<file path="src/rtl/picorv32_mem_iface.sv">
// Native memory-bus front end for the picorv32 control FSM: turns level requests into one
// valid/ready transaction, steers store lanes and extracts load lanes.
module picorv32_mem_iface #(
    parameter bit LATCHED_MEM_RDATA = 1'b0,
    parameter bit CATCH_MISALIGN    = 1'b1
) (
    input  logic        clk,
    input  logic        resetn,
    input  logic        trap,
    input  logic        mem_do_prefetch,
    input  logic        mem_do_rinst,
    input  logic        mem_do_rdata,
    input  logic        mem_do_wdata,
    input  logic [1:0]  mem_wordsize,
    input  logic [31:0] reg_op1,
    input  logic [31:0] reg_op2,
    input  logic [31:0] next_pc,
    input  logic        mem_ready,
    input  logic [31:0] mem_rdata,
    output logic        mem_valid,
    output logic        mem_instr,
    output logic [31:0] mem_addr,
    output logic [31:0] mem_wdata,
    output logic [3:0]  mem_wstrb,
    output logic [31:0] mem_rdata_word,
    output logic [31:0] mem_rdata_raw,
    output logic        mem_done
);

    typedef enum logic [1:0] {
        MEM_IDLE   = 2'd0,
        MEM_RD     = 2'd1,
        MEM_WR     = 2'd2,
        MEM_PFDONE = 2'd3
    } mem_state_e;

    mem_state_e  mem_state_q, mem_state_d;
    logic        mem_valid_q, mem_valid_d;
    logic        mem_instr_q, mem_instr_d;
    logic [31:0] mem_addr_q, mem_addr_d;
    logic [31:0] mem_wdata_q, mem_wdata_d;
    logic [3:0]  mem_wstrb_q, mem_wstrb_d;
    logic [31:0] rdata_q, rdata_d;

    logic        xfer;
    logic        req_instr;
    logic        req_read;
    logic        instr_misalign;
    logic        data_misalign;
    logic        read_blocked;
    logic        write_blocked;
    logic [31:0] store_wdata;
    logic [3:0]  store_wstrb;
    logic [31:0] rdata_raw;

    assign xfer      = mem_valid_q && mem_ready;
    assign req_instr = mem_do_prefetch || mem_do_rinst;
    assign req_read  = req_instr || mem_do_rdata;

    // Alignment checks; byte accesses can never be misaligned.
    always_comb begin
        instr_misalign = (next_pc[1:0] != 2'b00);
        data_misalign  = 1'b0;
        case (mem_wordsize)
            2'd1:    data_misalign = reg_op1[0];
            2'd2:    data_misalign = 1'b0;
            default: data_misalign = (reg_op1[1:0] != 2'b00);
        endcase
    end

    assign read_blocked  = CATCH_MISALIGN && (req_instr ? instr_misalign : data_misalign);
    assign write_blocked = CATCH_MISALIGN && data_misalign;

    always_comb begin
        store_wdata = reg_op2;
        store_wstrb = 4'b1111;
        case (mem_wordsize)
            2'd1: begin
                store_wdata = {2{reg_op2[15:0]}};
                store_wstrb = reg_op1[1] ? 4'b1100 : 4'b0011;
            end
            2'd2: begin
                store_wdata = {4{reg_op2[7:0]}};
                store_wstrb = 4'b0001 << reg_op1[1:0];
            end
            default: begin
                store_wdata = reg_op2;
                store_wstrb = 4'b1111;
            end
        endcase
    end

    always_comb begin
        mem_state_d = mem_state_q;
        mem_valid_d = mem_valid_q;
        mem_instr_d = mem_instr_q;
        mem_addr_d  = mem_addr_q;
        mem_wdata_d = mem_wdata_q;
        mem_wstrb_d = mem_wstrb_q;
        rdata_d     = xfer ? mem_rdata : rdata_q;

        case (mem_state_q)
            MEM_IDLE: begin
                // Read-side requests win; a blocked read never falls through to a write.
                if (!trap) begin
                    if (req_read) begin
                        if (!read_blocked) begin
                            mem_valid_d = 1'b1;
                            mem_instr_d = req_instr;
                            mem_wstrb_d = 4'b0000;
                            mem_addr_d  = req_instr ? {next_pc[31:2], 2'b00}
                                                    : {reg_op1[31:2], 2'b00};
                            mem_state_d = MEM_RD;
                        end
                    end else if (mem_do_wdata && !write_blocked) begin
                        mem_valid_d = 1'b1;
                        mem_instr_d = 1'b0;
                        mem_wstrb_d = store_wstrb;
                        mem_wdata_d = store_wdata;
                        mem_addr_d  = {reg_op1[31:2], 2'b00};
                        mem_state_d = MEM_WR;
                    end
                end
            end
            MEM_RD: begin
                if (xfer) begin
                    mem_valid_d = 1'b0;
                    mem_state_d = (mem_do_rinst || mem_do_rdata) ? MEM_IDLE : MEM_PFDONE;
                end
            end
            MEM_WR: begin
                if (xfer) begin
                    mem_valid_d = 1'b0;
                    mem_wstrb_d = 4'b0000;
                    mem_state_d = MEM_IDLE;
                end
            end
            MEM_PFDONE: begin
                if (mem_do_rinst) begin
                    mem_state_d = MEM_IDLE;
                end
            end
            default: begin
                mem_state_d = MEM_IDLE;
            end
        endcase
    end

    always_ff @(posedge clk or negedge resetn) begin
        if (!resetn) begin
            mem_state_q <= MEM_IDLE;
            mem_valid_q <= 1'b0;
            mem_instr_q <= 1'b0;
            mem_addr_q  <= 32'h0;
            mem_wdata_q <= 32'h0;
            mem_wstrb_q <= 4'b0000;
            rdata_q     <= 32'h0;
        end else begin
            mem_state_q <= mem_state_d;
            mem_valid_q <= mem_valid_d;
            mem_instr_q <= mem_instr_d;
            mem_addr_q  <= mem_addr_d;
            mem_wdata_q <= mem_wdata_d;
            mem_wstrb_q <= mem_wstrb_d;
            rdata_q     <= rdata_d;
        end
    end

    // Without a latching bus the word is only valid during xfer, so replay the captured copy.
    assign rdata_raw = LATCHED_MEM_RDATA ? mem_rdata : (xfer ? mem_rdata : rdata_q);

    always_comb begin
        mem_rdata_word = rdata_raw;
        case (mem_wordsize)
            2'd1: mem_rdata_word = {16'h0, reg_op1[1] ? rdata_raw[31:16] : rdata_raw[15:0]};
            2'd2: begin
                case (reg_op1[1:0])
                    2'd0:    mem_rdata_word = {24'h0, rdata_raw[7:0]};
                    2'd1:    mem_rdata_word = {24'h0, rdata_raw[15:8]};
                    2'd2:    mem_rdata_word = {24'h0, rdata_raw[23:16]};
                    default: mem_rdata_word = {24'h0, rdata_raw[31:24]};
                endcase
            end
            default: mem_rdata_word = rdata_raw;
        endcase
    end

    assign mem_done = resetn &&
                      ((xfer && (mem_state_q != MEM_IDLE) &&
                        (mem_do_rinst || mem_do_rdata || mem_do_wdata)) ||
                       ((mem_state_q == MEM_PFDONE) && mem_do_rinst));

    assign mem_valid     = mem_valid_q;
    assign mem_instr     = mem_instr_q;
    assign mem_addr      = mem_addr_q;
    assign mem_wdata     = mem_wdata_q;
    assign mem_wstrb     = mem_wstrb_q;
    assign mem_rdata_raw = rdata_raw;

    one_request_a: assert property (@(posedge clk) disable iff (!resetn)
        $onehot0({mem_do_prefetch, mem_do_rinst, mem_do_rdata, mem_do_wdata}));

endmodule
</file>
<file path="config.mk">
export PLATFORM = sky130hd
export DESIGN_NAME = picorv32_mem_iface
export DESIGN_NICKNAME = d
export VERILOG_FILES = /design/src/rtl/picorv32_mem_iface.sv
export SDC_FILE = /design/constraint.sdc
export NUM_CORES = 1
export LEC_CHECK = 0
export BUFFER_PORTS_ARGS = -buffer_cell sky130_fd_sc_hd__buf_4
export CAP_MARGIN = 30
export CORE_AREA = 2 2 115 117
export CTS_BUF_LIST = sky130_fd_sc_hd__clkbuf_4
export DETAILED_ROUTE_END_ITERATION = 6
export DIE_AREA = 0 0 117 119
export PLACE_DENSITY = 0.83
export SETUP_SLACK_MARGIN = 0.3
export SLEW_MARGIN = 20
export SYNTH_ARGS = -nofsm -noshare
export SYNTH_HDL_FRONTEND = slang
export SYNTH_SLANG_ARGS = --single-unit
</file>
<file path="constraint.sdc">
create_clock -name clk -period 2.8 [get_ports clk]
set_clock_uncertainty 0.1 [all_clocks]
set_input_delay 0.14 -clock clk [delete_from_list [all_inputs] [get_ports clk]]
set_output_delay 0.14 -clock clk [all_outputs]
set_load 0.005 [all_outputs]
</file>
# After elaboration in Yosys (flattened, before gate mapping)
# Cells that the tools add are included.
word_totals:
  mem_bits_ro: 0
  regBits: 104
  mem_count: 0
  ram_bits: 0
  input_bits: 138
  latchBits: 0
  elab_cells: 88
op_classes:
  n_mul: 0
  n_bitwise: 2
  n_mux: 37
  n_eq_ne: 15
  shifts: 1
  n_lt_le_gt_ge: 0
  n_div: 0
  n_reduce_logical: 26
  n_addsub: 0
ops:
  columns: ["op", "count"]
  rows:
  - ["two-way mux 32 bit", 5]
  - ["one-hot mux 32 bit (2 select lines)", 2]
  - ["two-way mux 4 bit", 6]
  - ["one-hot mux 8 bit (3 select lines)", 1]
  - ["two-way mux 16 bit", 1]
  - ["two-way mux 2 bit", 8]
  - ["one-hot mux 4 bit (2 select lines)", 2]
  - ["nonzero test 2 bit", 6]
  - ["!= test 2 bit (second input constant)", 5]
  - ["AND reduction 5 bit", 2]
  - ["two-way mux 1 bit", 9]
  - ["equality test 2 bit (second input constant)", 4]
  - ["one-hot mux 2 bit (4 select lines)", 1]
  - ["AND reduction 4 bit", 2]
  - ["equality test 2 x 1 -> 1 bit (second input constant)", 3]
  - ["logical AND 1 bit", 6]
  - ["!= test 3 bit (second input constant)", 2]
  - ["AND reduction 6 bit", 1]
  - ["logical OR 1 bit", 5]
  - ["logical NOT 2 bit", 2]
  - ["one-hot mux 1 bit (2 select lines)", 2]
  - ["left shift 1 x 2 -> 4 bit (first input constant)", 1]
  - ["!= test 2 x 1 -> 1 bit (second input constant)", 1]
  - ["NOT 1 bit", 2]
  - ["other kinds (2)", 2]

# Depth between registers and ports, before layout
# Gate-level depths: netlist of the first run.
depth:
  ltp_word: 8
  ltp_mapped: 9

# Worst setup path before layout of the first run
# Ideal clock, no wire load.
synth_path:
  path_type: "flip-flop to flip-flop"
  startpoint: "reg mem_state_q[0]"
  endpoint: "reg mem_wdata_q[14], in the netlist mem_wdata[14]"
  setup_time_ns: 0.135
  period_less_slack_ns: 1.965
  path_slack_ns: 0.835
  stages_incl_launch_ff: 10
  arrival_ns: 1.730
  n_path_buf: 3
  cell_sequence: "dfrtp_1 inv_1 ha_1 buf_2 nor4bb_1 nand3_1 buf_2 clkbuf_1 nand2_1 o31ai_1"
synth_between:
  elab_chain_cells: 2
synth_rtl:
  columns: ["element", "line_no", "source"]
  rows:
  - ["start: declaration", "37", "mem_state_e mem_state_q, mem_state_d;"]
  - ["start signal: assignment", "159", "mem_state_q <= mem_state_d;"]
  - ["logical NOT 2 bit", "102", "case (mem_state_q)"]
  - ["AND reduction 4 bit (no source line)", null, null]
  - ["end signal: assignment", "163", "mem_wdata_q <= mem_wdata_d;"]
  - ["end: declaration", "41", "logic [31:0] mem_wdata_q, mem_wdata_d;"]
# No other way between the ends.
# A chain may end at the register's enable or synchronous reset.

# Final worst setup path of the first run
layout_path:
  startpoint: "in mem_ready"
  endpoint: "out mem_rdata_word[2]"
layout_between:
  elab_chain_cells: 4
layout_rtl:
  columns: ["element", "line_no", "source"]
  rows:
  - ["start: declaration", "18", "input logic mem_ready,"]
  - ["logical AND 1 bit (*)", "56", "assign xfer = mem_valid_q && mem_ready;"]
  - ["two-way mux 32 bit (*)", "170", "assign rdata_raw = LATCHED_MEM_RDATA ? mem_rdata : (xfer ? mem_rdata : rdata_q);"]
  - ["one-hot mux 8 bit (3 select lines) or two-way mux 16 bit (tied branches)", "177, 175", null]
  - ["one-hot mux 32 bit (2 select lines) (*)", "174", "case (mem_wordsize)"]
  - ["end: declaration", "25", "output logic [31:0] mem_rdata_word,"]
# Mark *: on every way between the ends. The rest lies on a longest branch, timed or not.

==> flow_summary_export.csv, run 1 <==
group,metric,value,unit
global_route,grt_usage,0.294,
placement,finalWeightedCongestion,0.884,
floorplan,io_pins,273,
clocking,cts_tree,"built",
synthesis,ys_seq_area_frac,0.454,
route,wire_per_inst,18.1,um
floorplan,fp.dieW,117,um
final_layout,drive_above_1_share,0.374,
critical_path,crit_fanout,14,
synthesis,ys_warn_count,0,
synthesis,postSynthAreaPerCell,9.68,um^2
clocking,clock_path_buffers,2,
sta,rsz0062_at_grt,"no",
sta,hold_viol_final,0,
placement,port_buffers,270,
synthesis,syn_area,5620,um^2
final_layout,area_growth,65.4,%
critical_path,worstSetupPathType,"in2out",
sta,worstMarginPinSlew,0.866,ns
critical_path,critPathRequiredTime,2.56,ns
route,num_vias,6109,
min_path,min-delay-start,"mem_rdata[8]",
synthesis,yosys.cell_types.count,52,
route,viasPerCell,5.34,
sta,setup_tns,0,ns
floorplan,placementRows,42,
route,wirelength,20800,um
global_route,grt_pass1_vias,6397,
min_path,hp-class,"in2reg",
floorplan,die_y,119,um
route,ant_nets,0,
clocking,h-tree-depth,3,
run,cap_violations,0,
critical_path,crit_path_start_kind,"input port",
global_route,gr-total-overflow,0,
critical_path,rr_endpoint,"mem_wstrb[3]",
sta,slew_headroom,0.423,
power_and_ir_drop,leakage,0.00467,uW
power_and_ir_drop,ir_worst_vdd,0.410,mV
sta,setup_violations,0,
route,drt_pass1_iterations,7,
global_route,grt_pass1_wl,31900,um
outcome,run_status,"completed",
power_and_ir_drop,p_per_area,771,nW/um^2
min_path,hold_path_end,"rdata_q[8]",
min_path,worstHoldPathCells,4,
floorplan,fp.coreArea,12900,um^2
critical_path,ff2ff_path_depth,7,
clocking,root_buffer,"clkbuf_4",
final_layout,n_antenna_cell,0,
critical_path,crit_arrival,2.27,ns
synthesis,synth_top_flop_cell,"dfrtp_1",
synthesis,synth-async-reset-ratio,1.00,
route,dr.first_iter.drc_count,549,
sta,period_minus_slack,2.51,ns
critical_path,rrSetupSlack,0.56,ns
final_layout,fillCellCount,885,
global_route,grt_max_degree,62,
sta,fmax,398,MHz
floorplan,initial_utilization,0.436,
clocking,clkTransAtPathRegs,0.16,ns
global_route,antenna_found_initial,0,
sta,drv_slew,0,
power_and_ir_drop,total_power,7160,uW
floorplan,die_area,13900,um^2
route,drc,0,
synthesis,synth-edff-count,0,
clocking,cts_made_buffers,9,
synthesis,synth_cells,580,
final_layout,nets,1110,
sta,finalCritPeriodShare,0.896,
clocking,insertion_delay,0.44,ns
critical_path,worstReg2RegStart,"mem_state_q[0]",
synthesis,synth-seq-cells,102,
clocking,cts_sinks,102,
placement,dp_hpwl,13000,um
critical_path,cp-end-kind,"output port",
-- layout by cell type (no fill, tap or decap), types with 3 or more instances in the layout --
cell type and count:
a211o_1 3, a211oi_1 5, a21oi_1 16, a221oi_1 8, a22o_1 3, a22oi_1 8
and3_1 5, buf_4 282, clkbuf_4 10, dfrtp_1 102, dlygate4sd3_1 129, ha_1 5
inv_1 38, mux2_2 13, mux2_4 30, mux2i_1 20, mux4_2 3, nand2_1 127
nand3_1 12, nor2_1 44, o2111a_1 3, o21ai_0 14, o22a_1 4, o22ai_1 8
o311ai_0 5, o31ai_1 17, o32ai_1 6
-- layout make-up --
cell class                 count  area, um^2  area share
sequential                   102        2550       0.275
clock buffer                  10        75.1     0.00808
multi-input combinational    399        2750       0.296
inverter                      39         146      0.0158
timing repair buffer         415        3470       0.374
tap                          176         220      0.0237
clock inverter                 4        73.8     0.00794
-- Yosys cell counts, drive strengths merged (3+ instances only) --
master	number	area, um^2
mux4	3	67.6
ha	6	75.1
nand3	14	70.1
buf	16	130
and2	3	18.8
clkbuf	25	93.8
o21ai	15	78.8
mux2i	23	230
o2111a	3	33.8
mux2	43	597
inv	39	146
a22o	3	26.3
o22a	4	35.0
o32ai	7	61.3
a21oi	16	80.1
dfrtp	102	2550
and3	5	31.3
o31ai	17	128
nand2	128	480
a22oi	8	60.1
o311ai	6	52.6
nor2	45	169
a211oi	5	37.5
o22ai	8	50.1
a211o	3	26.3
a221oi	8	70.1
-- through the flow --
stage / setup WS, ns / hold WS, ns / area [um^2] / cells / util
final: 0.290 / 0.0406 / 9290 / 1145 / 0.722
after CTS: 0.329 / 0.00681 / 9240 / 1145 / 0.718
after detailed placement: 0.400 / 0.0648 / 7760 / 999 / 0.603
after floorplan: 0.835 / -0.256 / 5620 / 581 / -
after global placement: 0.458 / 0.0630 / 7760 / 999 / 0.603
after global routing: 0.241 / 0.0224 / 9290 / 1145 / 0.722
-- where the power goes --
part / switching [uW] / total [uW] / leakage [uW] / internal, uW
combinational: 1670 / 3840 / 0.00331 / 2170
clock: 485 / 849 / 0.0000823 / 364
sequential: 376 / 2470 / 0.00128 / 2100
total: 2530 / 7160 / 0.00467 / 4630
-- worst max path at each step --
stage	slack (ns)	end	start	cells after the start
floorplan	0.83	mem_wdata[14]	mem_state_q[0]	9
global placement	0.46	mem_rdata_word[1]	mem_wordsize[0]	8
detailed placement	0.40	mem_rdata_word[1]	mem_wordsize[0]	8
CTS	0.33	mem_rdata_word[2]	mem_valid	6
global route	0.24	mem_rdata_word[2]	mem_ready	8
finish	0.29	mem_rdata_word[2]	mem_ready	8
-- state kept, by name, indices dropped and copies added, names as in the netlist --
register,count
mem_addr,30
mem_valid,1
mem_wstrb,4
mem_instr,1
mem_state_q,2
mem_wdata,32
rdata_q,32
-- layer usage --
layer	vias up	share of wire	global-route usage
met5	-	0	0
met4	0	0.039	0.135
met3	68	0.073	0.0651
met2	315	0.50	0.495
met1	2940	0.39	0.355
li1	2786	-	-
-- cells by family (layout without fill, tap and decap cells) --
kind of cell | after synthesis | in the layout | synth area share
other | 1 | 2 | 0.000668
buffers and inverters | 80 | 468 | 0.0659
and+or+nand+nor | 207 | 207 | 0.157
AOI/OAI and AO/OA | 115 | 115 | 0.150
DFF | 102 | 102 | 0.454
muxes | 69 | 69 | 0.159
adders and majority gates | 6 | 6 | 0.0134
-- repair_timing --
action | 4_1_cts | 5_1_grt
endpoints found under the setup margin | 11 | 8
pin swaps | 0 | 1
hold buffers | 129 | 0
resized for setup | 1 | 11
setup buffers | 3 | 0
hold endpoints to repair | 136 | 0
-- worst max-delay path: stages --
cell	delay (ns)
dlygate4sd3_1	0.56
buf_6	0.17
and2_4	0.22
buf_4	0.20
mux4_2	0.51
nor2_1	0.18
o32ai_2	0.12
buf_4	0.17
Note: power is estimated with default switching activity, not from simulation.
==> run 2, diff against run 1 <==
--- a/config.mk
+++ b/config.mk
@@ -13,6 +13,7 @@
 export DIE_AREA = 0 0 117 119
 export PLACE_DENSITY = 0.83
 export SETUP_SLACK_MARGIN = 0.3
+export SKIP_LAST_GASP = 1
 export SLEW_MARGIN = 20
 export SYNTH_ARGS = -nofsm -noshare
 export SYNTH_HDL_FRONTEND = slang
==> constraint.sdc (replaced) <==
create_clock -name clk -period 2.35 [get_ports clk]
set_clock_uncertainty 0.1 [all_clocks]
set_input_delay 0.1175 -clock clk [delete_from_list [all_inputs] [get_ports clk]]
set_output_delay 0.1175 -clock clk [all_outputs]
set_load 0.005 [all_outputs]
==> run 2 against run 1 <==
  * Register-to-register slack got worse by 0.15 ns
  * Sequential cell count unchanged
  * The run now ends with setup timing left
  * First-iteration DRC count increased by 51%
==> flow_summary_export.csv, run 2 (same netlist as run 1, synthesis figures left out) <==
group,metric,value,unit
global_route,grt_usage,0.308,
global_route,grt_max_degree,103,
clocking,cts_made_buffers,9,
sta,slew_headroom,0.622,
sta,setup_tns,-0.0295,ns
final_layout,n_antenna_cell,0,
critical_path,rrSetupSlack,0.41,ns
global_route,antenna_found_initial,0,
floorplan,die_area,13900,um^2
floorplan,initial_utilization,0.436,
route,dr.first_iter.drc_count,829,
route,wire_per_inst,19.1,um
final_layout,nets,1131,
min_path,hold_path_end,"mem_wstrb[3]",
route,dr_wl_met3,1700,um
floorplan,fp.coreArea,12900,um^2
floorplan,fp.dieW,117,um
placement,pre_cts_ws,0.0551,ns
sta,fmax,420,MHz
sta,setup_violations,1,
final_layout,layout.cells.most_common,"buf_4",
power_and_ir_drop,ir_worst_vdd,0.398,mV
floorplan,io_pins,273,
critical_path,rr_endpoint,"mem_addr[24]",
outcome,violations,"setup timing",
placement,finalWeightedCongestion,0.862,
floorplan,die_y,119,um
route,drt_pass1_iterations,5,
clocking,clock_path_buffers,2,
global_route,gr-total-overflow,0,
critical_path,worstReg2RegStart,"mem_state_q[0]",
clocking,clkTransAtPathRegs,0.15,ns
critical_path,crit_fanout,8,
clocking,root_buffer,"clkbuf_4",
final_layout,drive_above_1_share,0.423,
route,viasPerCell,5.42,
route,wl_met1,8580,um
route,top_layer,"met4",
critical_path,crit_path_start_kind,"register",
power_and_ir_drop,p_per_area,941,nW/um^2
critical_path,critPathRequiredTime,2.13,ns
route,wirelength,22300,um
min_path,worstHoldPathCells,5,
critical_path,cp-end-kind,"output port",
critical_path,worstSetupPathType,"reg2out",
critical_path,ff2ff_path_depth,7,
route,drc,0,
critical_path,crit_arrival,2.16,ns
final_layout,fillCellCount,786,
clocking,insertion_delay,0.44,ns
route,dr_wl_met2,11000,um
route,num_vias,6327,
floorplan,placementRows,42,
sta,drv_slew,0,
sta,period_minus_slack,2.38,ns
sta,rsz0062_at_grt,"yes",
min_path,hp-class,"in2reg",
route,ant_nets,0,
global_route,grt_pass1_vias,6541,
clocking,cts_tree,"built",
power_and_ir_drop,leakage,0.00484,uW
sta,setup_slack,-0.0295,ns
sta,finalCritPeriodShare,1.01,
placement,port_buffers,270,
clocking,h-tree-depth,3,
outcome,run_status,"complete, but fails checks",
min_path,min-delay-start,"mem_do_prefetch",
placement,dp_hpwl,12700,um
clocking,cts_sinks,102,
final_layout,final_cell_mix,"294 x buf_4, 131 x dlygate4sd3_1, 127 x nand2_1",
sta,hold_viol_final,0,
final_layout,area_growth,74.5,%
run,cap_violations,0,
sta,worstMarginPinSlew,0.567,ns
global_route,grt_pass1_wl,33300,um
[run 2: cell types whose count changed in the layout (fill, tap and decap cells not counted), moves of 4 or more]
cell | before | now
mux2i_1 | 20 | 3
buf_4 | 282 | 294
mux2i_2 | 1 | 11
mux2i_4 | 2 | 9
a21oi_1 | 16 | 12
a21oi_2 | 0 | 4
nor2_1 | 44 | 40
o32ai_1 | 6 | 2
o32ai_2 | 1 | 5
[run 2: cell type report]
| class | instances | area, um^2 | area share |
|---|---|---|---|
| inverters | 39 | 146 | 0.0149 |
| clock inverters | 5 | 73.8 | 0.00753 |
| well taps | 176 | 220 | 0.0225 |
| repair buffers | 436 | 3740 | 0.382 |
| multi-input cells | 399 | 2980 | 0.304 |
| clock buffers | 11 | 82.6 | 0.00843 |
| flip-flops and latches | 102 | 2550 | 0.261 |
[run 2: what timing repair did]
| action | CTS | global route |
|---|---|---|
| endpoints found under the setup margin | 121 | 117 |
| gates resized for setup | 35 | 31 |
| hold buffers | 131 | 0 |
| endpoints found under the hold margin | 203 | 0 |
| setup buffers | 10 | 6 |
| pin swaps | 6 | 2 |
| cloned | 3 | 1 |
[run 2: layer usage]
| metal | GRT usage | vias up |
|---|---|---|
| met1 | 0.379 | 3054 |
| li1 | - | 2830 |
| met5 | 0 | - |
| met2 | 0.504 | 364 |
| met4 | 0.149 | 0 |
| met3 | 0.0733 | 79 |
[run 2: worst max path at each step]
| stage | slack, ns | cells after the start | startpoint | endpoint |
|---|---|---|---|---|
| 2_1_floorplan | 0.38 | 9 | mem_state_q[0] | mem_wdata[14] |
| 4_1_cts | 0.02 | 6 | mem_valid | mem_rdata_word[2] |
| 3_5_place_dp | 0.06 | 6 | mem_state_q[0] | mem_instr |
| 6_report | -0.03 | 6 | mem_valid | mem_rdata_word[7] |
| 3_3_place_gp | 0.15 | 6 | mem_state_q[0] | mem_instr |
| 5_1_grt | -0.13 | 6 | mem_valid | mem_rdata_word[7] |
[run 2: worst max-delay path, stage by stage, from the launching register on]
cell and delay [ns]:
dfrtp_2 0.39, and2_4 0.23, buf_12 0.17, mux4_2 0.57, nor2_4 0.13, o32ai_2 0.09, buf_4 0.15
[run 2: per-stage QoR]
step	power (uW)	instance area (um^2)	util	std cells	hold WS, ns
finish	9220	9800	0.761	1168	0.0789
global route	9720	9800	0.761	1168	0.0711
CTS	8770	9590	0.745	1161	0.0412
detailed placement	7070	7820	0.607	1001	0.159
global placement	6970	7820	0.607	1001	0.152
floorplan	4870	5620	-	581	-0.278
[run 2: power by group]
| part | internal [uW] | switching [uW] | total, uW | leakage (uW) |
|---|---|---|---|---|
| clock network | 451 | 589 | 1040 | 0.0000883 |
| registers | 2500 | 524 | 3030 | 0.00128 |
| logic | 2960 | 2190 | 5150 | 0.00348 |
==> run 3, diff against run 2 <==
--- a/config.mk
+++ b/config.mk
@@ -7,11 +7,11 @@
 export LEC_CHECK = 0
 export BUFFER_PORTS_ARGS = -buffer_cell sky130_fd_sc_hd__buf_4
 export CAP_MARGIN = 30
-export CORE_AREA = 2 2 115 117
+export CORE_AREA = 2 2 112 114
 export CTS_BUF_LIST = sky130_fd_sc_hd__clkbuf_4
 export DETAILED_ROUTE_END_ITERATION = 6
-export DIE_AREA = 0 0 117 119
-export PLACE_DENSITY = 0.83
+export DIE_AREA = 0 0 114 116
+export PLACE_DENSITY = 0.87
 export SETUP_SLACK_MARGIN = 0.3
 export SKIP_LAST_GASP = 1
 export SLEW_MARGIN = 20
==> run 3 against run 2 <==
  * The run still ends with setup timing left
  * Hold slack lost 0.025 ns
  * Register-to-register slack lost 0.16 ns
  * Sequential cell count stayed put
  * Highest routed layer unchanged
==> flow_summary_export.csv, run 3 (same netlist as run 1, synthesis figures left out) <==
group,metric,value,unit
critical_path,cp_slowest_cell,"mux4_2",
final_layout,fillCellCount,563,
final_layout,drive_above_1_share,0.464,
outcome,violations,"setup timing",
critical_path,cp-end-kind,"output port",
sta,slew_headroom,0.600,
global_route,grt_pass1_vias,6781,
clocking,clkTransAtPathRegs,0.15,ns
sta,period_minus_slack,2.49,ns
floorplan,die_y,116,um
power_and_ir_drop,p_seq_frac,0.307,
power_and_ir_drop,leakage,0.00497,uW
final_layout,final_cell_mix,"288 x buf_4, 129 x dlygate4sd3_1, 127 x nand2_1",
critical_path,crit_arrival,2.27,ns
placement,finalWeightedCongestion,0.888,
floorplan,fp.dieW,114,um
global_route,gr-total-overflow,0,
final_layout,multi_input_area,3130,um^2
critical_path,slowest_delay,0.53,ns
route,drc,0,
power_and_ir_drop,switching_share,0.379,
global_route,grt_usage,0.340,
clocking,root_buffer,"clkbuf_4",
clocking,clock_path_buffers,2,
power_and_ir_drop,intPower,6210,uW
critical_path,crit_start,"mem_valid",
placement,place_area,7790,um^2
clocking,cts_tree,"built",
final_layout,area_growth,80.4,%
sta,setup_slack,-0.138,ns
global_route,grt_pass1_wl,34800,um
clocking,insertion_delay,0.46,ns
sta,worstMarginPinSlew,0.599,ns
critical_path,critPathRequiredTime,2.13,ns
sta,finalCritPeriodShare,1.06,
power_and_ir_drop,combPwrFrac,0.596,
route,wirelength,25700,um
power_and_ir_drop,total_power,10000,uW
route,dr.first_iter.drc_count,678,
route,viasPerCell,5.79,
outcome,run_status,"complete, but fails checks",
floorplan,io_pins,273,
floorplan,die_area,13200,um^2
critical_path,crit_chain,"and2_4, clkbuf_16, mux4_2, nor2_2, o32ai_2, buf_4",
run,cap_violations,0,
clocking,cts_sinks,102,
floorplan,initial_utilization,0.472,
critical_path,worstSetupPathType,"reg2out",
sta,hold_viol_final,0,
sta,rsz0062_at_grt,"yes",
power_and_ir_drop,p_per_area,987,nW/um^2
placement,port_buffers,270,
min_path,min-delay-start,"mem_do_rinst",
min_path,hp-class,"in2reg",
power_and_ir_drop,power_frac_clock,0.097,
critical_path,crit_path_start_kind,"register",
route,num_vias,6698,
global_route,antenna_found_initial,0,
power_and_ir_drop,ir_worst_vdd,0.452,mV
placement,dp_hpwl,12700,um
clocking,cts_made_buffers,9,
floorplan,fp.coreArea,11900,um^2
critical_path,crit_fanout,6,
floorplan,placementRows,40,
final_layout,finish.instance_area,10100,um^2
critical_path,worstReg2RegStart,"mem_state_q[0]",
route,ant_nets,0,
final_layout,regArea,2550,um^2
sta,fmax,402,MHz
power_and_ir_drop,p_switching,3790,uW
route,wire_per_inst,22.2,um
route,drt_pass1_iterations,5,
sta,drv_slew,0,
final_layout,nets,1147,
final_layout,layout.cells.most_common,"buf_4",
clocking,h-tree-depth,3,
global_route,grt_max_degree,103,
sta,setup_violations,6,
## run 3: cell type report
type                       count  area share
tap                          147      0.0181
timing repair buffer         452       0.393
clock buffer                  10     0.00741
multi-input combinational    399       0.309
sequential                   102       0.252
clock inverter                 6     0.00605
inverter                      39      0.0144
antenna                        2    0.000494
## run 3: power groups by stage
stage	logic, uW	registers (uW)	clock network, uW
6_report	5960	3070	970
5_1_grt	6240	3120	1060
3_3_place_gp	4070	2900	0
4_1_cts	4740	2930	959
3_5_place_dp	4170	2930	0
2_1_floorplan	1970	2900	0
## run 3: worst max-delay path, delay by kind of cell (launching register included)
family / cells / cell delay (ns)
mux: 1 / 0.53
simple gates: 2 / 0.40
buf+inv: 2 / 0.36
flops: 1 / 0.40
compound gates: 1 / 0.11
## run 3: path summary, 6_finish.rpt
path,end,slack [ns],cells past startpoint
min in group asynchronous,rdata_q[10],0.16,3
max in group asynchronous,rdata_q[24],1.49,3
worst min register to register,mem_wdata[24],0.42,2
worst max-delay path,mem_rdata_word[4],-0.14,6
worst min-delay path,mem_state_q[1],0.05,4
worst max register to register,mem_wdata[13],0.25,6
## run 3: timing repair
item                                    4_1_cts  5_1_grt
endpoints found under the setup margin      118      101
gates cloned                                  3        1
setup buffers                                 8       24
pin swaps                                     9       17
hold buffers                                129        0
hold endpoints to repair                    203        0
gates resized for setup                      29      103
## run 3: stage by stage
step                hold WS (ns)  setup WS (ns)  setup TNS, ns  cells  utilization
floorplan                 -0.278          0.385              0    581            -
global placement           0.188          0.162              0    974        0.654
detailed placement         0.192         0.0984              0    974        0.654
CTS                      0.00166        0.00771              0   1130        0.799
global route              0.0272         -0.213          -1.05   1155        0.850
finish                    0.0535         -0.138         -0.460   1157        0.851
## run 3: metal layers
metal	wire length, um	up-vias	GRT usage
met3	2430	152	0.0732
met1	8880	3174	0.395
met2	12700	513	0.581
met5	0	-	0
li1	-	2859	-
met4	1740	0	0.202
